--- src/rtl/capture_rle.sv ---
// capture_rle: run-length encoder for the capture path.
// Merges consecutive identical input samples into {run_count, sample} words.
// run_count holds the number of repetitions minus one.
// Words are framed into packets of pkt_len words using m_tlast.
// A flush pulse emits the pending run with m_tlast and closes the packet.
//
// Ports:
//   clk, reset            system clock and synchronous active-high reset
//   s_tdata/s_tvalid/s_tready    AXI-stream sample input
//   m_tdata/m_tvalid/m_tready/m_tlast  AXI-stream encoded output
//                         m_tdata = {run_count[cnt_w-1:0], sample[size-1:0]}
//   flush                 single-cycle pulse: emit the pending run and close the packet
//   flush_done            one-cycle pulse when the flush has completed
//
// Optional build macro CAPTURE_RLE_STATS_EN adds two saturating 32-bit
// counters on the stat_in and stat_out ports:
//   stat_in               number of accepted input samples
//   stat_out              number of output handshakes
module capture_rle #(
  parameter int unsigned size    = 32,
  parameter int unsigned cnt_w   = 16,
  parameter int unsigned pkt_len = 256
) (
  input  logic                  clk,
  input  logic                  reset,
  input  logic [size-1:0]       s_tdata,
  input  logic                  s_tvalid,
  output logic                  s_tready,
  output logic [cnt_w+size-1:0] m_tdata,
  output logic                  m_tvalid,
  input  logic                  m_tready,
  output logic                  m_tlast,
  input  logic                  flush,
  output logic                  flush_done
`ifdef CAPTURE_RLE_STATS_EN
  ,
  output logic [31:0]           stat_in,
  output logic [31:0]           stat_out
`endif
);

  localparam int unsigned OUT_W  = cnt_w + size;
  localparam int unsigned WCNT_W = 16;
  localparam logic [cnt_w-1:0]  CNT_MAX   = '1;
  localparam logic [WCNT_W-1:0] WCNT_LAST = WCNT_W'(pkt_len - 1);

  typedef enum logic {IDLE, RUN} state_e;

  state_e             state_q, state_d;
  logic [size-1:0]    held_q, held_d;
  logic [cnt_w-1:0]   cnt_q, cnt_d;
  logic [OUT_W-1:0]   m_tdata_q, m_tdata_d;
  logic               m_tvalid_q, m_tvalid_d;
  logic               m_tlast_q, m_tlast_d;
  logic [WCNT_W-1:0]  wcnt_q, wcnt_d;
  logic               flush_pend_q, flush_pend_d;
  logic               flush_done_q, flush_done_d;

  logic out_free;
  logic accept;
  logic last_word;

  // Handshake qualifiers; s_tready depends only on registers and m_tready.
  always_comb begin
    out_free  = !m_tvalid_q || m_tready;
    s_tready  = out_free && !(flush_pend_q && (state_q == RUN));
    accept    = s_tvalid && s_tready;
    last_word = (wcnt_q == WCNT_LAST);
  end

  // Next-state: run tracking, output register load, packet framing, flush.
  always_comb begin
    state_d      = state_q;
    held_d       = held_q;
    cnt_d        = cnt_q;
    m_tdata_d    = m_tdata_q;
    m_tvalid_d   = m_tvalid_q && !m_tready;
    m_tlast_d    = m_tlast_q;
    wcnt_d       = wcnt_q;
    flush_pend_d = flush_pend_q;
    flush_done_d = 1'b0;

    // A pending flush runs before any new input; input is stalled while in RUN.
    if (flush_pend_q) begin
      if (state_q == IDLE) begin
        flush_pend_d = 1'b0;
        flush_done_d = 1'b1;
      end else if (out_free) begin
        m_tdata_d    = {cnt_q, held_q};
        m_tvalid_d   = 1'b1;
        m_tlast_d    = 1'b1;
        wcnt_d       = '0;
        state_d      = IDLE;
        flush_pend_d = 1'b0;
        flush_done_d = 1'b1;
      end
    end

    if (accept) begin
      if (state_q == IDLE) begin
        held_d  = s_tdata;
        cnt_d   = '0;
        state_d = RUN;
      end else if ((s_tdata == held_q) && (cnt_q != CNT_MAX)) begin
        cnt_d = cnt_q + cnt_w'(1);
      end else begin
        // Run ends on a new value or a saturated count.
        m_tdata_d  = {cnt_q, held_q};
        m_tvalid_d = 1'b1;
        m_tlast_d  = last_word;
        wcnt_d     = last_word ? '0 : wcnt_q + WCNT_W'(1);
        held_d     = s_tdata;
        cnt_d      = '0;
      end
    end

    // A pulse arriving while a flush is already pending is absorbed.
    if (flush && !flush_pend_q) begin
      flush_pend_d = 1'b1;
    end
  end

  // State and datapath registers.
  always_ff @(posedge clk) begin
    if (reset) begin
      state_q      <= IDLE;
      held_q       <= '0;
      cnt_q        <= '0;
      m_tdata_q    <= '0;
      m_tvalid_q   <= 1'b0;
      m_tlast_q    <= 1'b0;
      wcnt_q       <= '0;
      flush_pend_q <= 1'b0;
      flush_done_q <= 1'b0;
    end else begin
      state_q      <= state_d;
      held_q       <= held_d;
      cnt_q        <= cnt_d;
      m_tdata_q    <= m_tdata_d;
      m_tvalid_q   <= m_tvalid_d;
      m_tlast_q    <= m_tlast_d;
      wcnt_q       <= wcnt_d;
      flush_pend_q <= flush_pend_d;
      flush_done_q <= flush_done_d;
    end
  end

  assign m_tdata    = m_tdata_q;
  assign m_tvalid   = m_tvalid_q;
  assign m_tlast    = m_tlast_q;
  assign flush_done = flush_done_q;

`ifdef CAPTURE_RLE_STATS_EN
  logic [31:0] stat_in_q, stat_in_d;
  logic [31:0] stat_out_q, stat_out_d;

  // Saturating traffic counters.
  always_comb begin
    stat_in_d  = stat_in_q;
    stat_out_d = stat_out_q;
    if (accept && (stat_in_q != '1)) begin
      stat_in_d = stat_in_q + 32'(1);
    end
    if (m_tvalid_q && m_tready && (stat_out_q != '1)) begin
      stat_out_d = stat_out_q + 32'(1);
    end
  end

  always_ff @(posedge clk) begin
    if (reset) begin
      stat_in_q  <= '0;
      stat_out_q <= '0;
    end else begin
      stat_in_q  <= stat_in_d;
      stat_out_q <= stat_out_d;
    end
  end

  assign stat_in  = stat_in_q;
  assign stat_out = stat_out_q;
`endif

endmodule

--- config.mk ---
export PLATFORM = sky130hd
export DESIGN_NAME = capture_rle
export DESIGN_NICKNAME = d
export VERILOG_FILES = /design/src/rtl/capture_rle.sv
export SDC_FILE = /design/constraint.sdc
export NUM_CORES = 1
export LEC_CHECK = 0
export BUFFER_PORTS_ARGS = -buffer_cell sky130_fd_sc_hd__buf_2
export CAP_MARGIN = 20
export CORE_ASPECT_RATIO = 0.75
export CORE_MARGIN = 4
export CORE_UTILIZATION = 45
export DETAILED_ROUTE_END_ITERATION = 6
export PLACE_DENSITY_LB_ADDON = 0.05
export SLEW_MARGIN = 15
export SYNTH_ARGS = -nofsm -noshare
export SYNTH_HDL_FRONTEND = slang
export SYNTH_SLANG_ARGS = --single-unit
--- constraint.sdc ---
create_clock -name clk -period 3.4 [get_ports clk]
set_clock_uncertainty 0.05 [all_clocks]
set_input_delay 0.51 -clock clk [delete_from_list [all_inputs] [get_ports clk]]
set_output_delay 0.51 -clock clk [all_outputs]
set_load 0.01 [all_outputs]
==> summary.md <==
| Metric | Value |
|---|---|
| Max cap viols | 0 |
| Total track usage | 0.210 |
| Peak VDD IR | 328 µV |
| Crit Path Category | flip-flop to flip-flop |
| CTS tree | built |
| # resized after CTS | 0 |
| Root Driver | clkbuf_16 |
| Fillcell total | 1,012 |
| Initial antenna violation count | 0 |
| Area after DPL | 5710 µm² |
| Total gr overflow | 0 |
| Layout cells sized above 1 | 0.210 |
| Unrepaired setup endpoints after global routing | no |
| Top-level I/O count | 89 |
| Library cells used by synthesis | 47 |
| Syn_nets | 634 |
| DIE WIDTH | 132 µm |
| Max-slew violations | 0 |
| Measured slew at the worst slew-check pin | 824 ps |
| Buffers & Inverters on Critical Path | 0 |
| Clock Tree Buf Depth | 2 |
| Fmax | 367 MHz |
| Largest net degree at the start of global routing | 57 |
| Synth Flop Type | dfxtp_1 |
| Final instance area | 6320 µm² |
| Final Wtd Congestion | 0.811 |
| Slowest cell on crit path | a31oi_4 |
| Pleak | 0.00244 µW |
| Crit path cell chain | ha_1 -> and3_1 -> nand4_1 -> o211a_4 -> a31oi_4 -> nand2_1 -> o311ai_2 |
| Number of remaining DRC errors | 0 |
| Worst EP required | 3660 ps |
| Port Buf Inserts | 88 |
| Register area share after synthesis | 0.450 |
| Min Tclk post-route | 2730 ps |
| Routed vias | 4,634 |
| Reg clk slew, reported paths | 60 ps |
| Starting Density | 0.469 |
| Row count | 33 |
| Post-DP HPWL | 9220 µm |
| Status | complete, no violations |
| CP startpoint kind | flip-flop |
| DRT antenna net count | 0 |
| Via density per instance | 5.61 |
| Setup TNS | 0 ps |
| Setup-failing EPs final | 0 |
| Syn Inst Count | 595 |
| Core Region | 11,100 µm² |
| Crit. End Element | flip-flop |
| First-pass GRT wire length | 22,500 µm |
| Post-CTS setup buffers | 0 |
| Worst stage delay on the critical path | 570 ps |
| CTS sink cnt | 117 |
| Final nets | 714 |
| Die height | 101 µm |
| Vias in the first global route | 4,407 |
| Hold_buf cts | 0 |
| Die area | 13,400 µm² |
| Synth-to-Final Area Change | 21.3% |
| Final Util | 0.569 |
| Mapped Avg Cell Area | 8.76 µm² |
| Routed wire length per instance | 16.6 µm |
| YS warnings | 0 |
| Post-synthesis register bit count | 117 |
| Netlist Area Pre-Place | 5210 µm² |
| Final worst-path cycle share | 0.802 |
| Pwr dens | 569 nW/µm² |
| Final Hold Fails | 0 |
| H-tree depth | 4 |
| Ys async rst share | 0 |
| Crit path DAT | 2990 ps |
| Initial drt markers | 325 |
| Peak fanout along the critical path | 26 |
| Normalized max-slew margin | 0.451 |
| TritonRoute pass-1 iters | 5 |
| Clock latency on the worst-skew pair | 410 ps |
| TritonCTS buffer count | 17 |
| Top Family by Delay on Critical Path | compound AO/OA/AOI/OAI gates |
| Post-synth EDFFs | 0 |
| Min-delay worst type | input port to flip-flop |
| WL final | 13,700 µm |
| Diode count | 0 |
## per-layer routing
metal / GRT usage / vias to the layer above / routed length [µm]
li1: - / 2277 / -
met1: 0.305 / 2213 / 6910
met2: 0.314 / 134 / 5810
met3: 0.0472 / 10 / 828
met4: 0.0687 / 0 / 150
met5: 0 / - / 0
## logic make-up (layout without fill, tap and decap cells)
family,count (synthesis),after routing,synth area share
multiplexers,33,33,0.0634
buffers and inverters,49,140,0.0488
AO/OA/AOI/OAI,133,133,0.154
adder cells (fa/ha/maj),2,2,0.00480
XOR/XNOR,43,43,0.0723
flip-flops,117,117,0.450
AND/OR/NAND/NOR,218,218,0.207
## worst reg2reg max path, delay by kind of cell, from the launching register on
kind	cells	cell delay (ps)
AO/OA/AOI/OAI	3	1170
adder cells (fa/ha/maj)	1	210
flip-flops	1	400
AND/OR/NAND/NOR	3	800
## sequential cells by signal (all words and copies together), names as in the netlist
signal	cells
m_tlast	1
wcnt_q	16
cnt_q	16
held_q	32
m_tvalid	1
flush_done	1
flush_pend_q	1
m_tdata	48
state_q	1
## placed cells by master, fill, tap and decap left out, types with 11 or more instances in the layout
master / count
dfxtp_1: 117
o21ai_0: 51
xor2_1: 14
buf_2: 88
nor3_1: 13
nand3_1: 76
buf_4: 12
xnor2_1: 29
nor2_1: 59
nand4_1: 11
clkbuf_16: 17
mux2i_1: 33
nand2_1: 31
a21oi_1: 54
## worst paths after layout
path | startpoint | end | slack [ps] | cells past startpoint
setup / recovery | cnt_q[0] | wcnt_q[2] | 670 | 7
hold reg to reg | m_tdata[30] | m_tdata[30] | 410 | 2
hold / removal | s_tdata[13] | held_q[13] | 310 | 3
setup reg to reg | cnt_q[0] | wcnt_q[2] | 670 | 7
## cell usage after synthesis, drive strengths merged, types with 13 or more instances
library cell,instances,share of area
xor2,14,0.024
nor2,60,0.043
nand3,79,0.078
xnor2,29,0.049
nor3,14,0.014
nand2,31,0.022
dfxtp,117,0.45
mux2i,33,0.063
o21ai,52,0.051
buf,13,0.022
a21oi,54,0.052
clkbuf,26,0.020
## power breakdown
part	internal [µW]	switching (µW)	total, µW
combinational	109	174	283
sequential	1410	35.1	1450
clock	1250	615	1860
## final cells by class
cell class                 count  area, µm²  area share
multi-input combinational    429       2620       0.415
inverter                      10       37.5     0.00594
clock inverter                11        158      0.0250
tap                          140        175      0.0277
timing repair buffer         100        531      0.0840
clock buffer                  19        453      0.0717
sequential                   117       2340       0.371
## through the flow
stage | total power, µW | instances | setup WS [ps] | hold slack, ps
floorplan | 1670 | 595 | 1340 | 409
global placement | 1760 | 796 | 545 | 399
detailed placement | 1760 | 796 | 550 | 405
CTS | 3620 | 826 | 584 | 309
global route | 3710 | 826 | 418 | 323
finish | 3590 | 826 | 672 | 314
No activity file was read; power rests on OpenSTA's default activity.
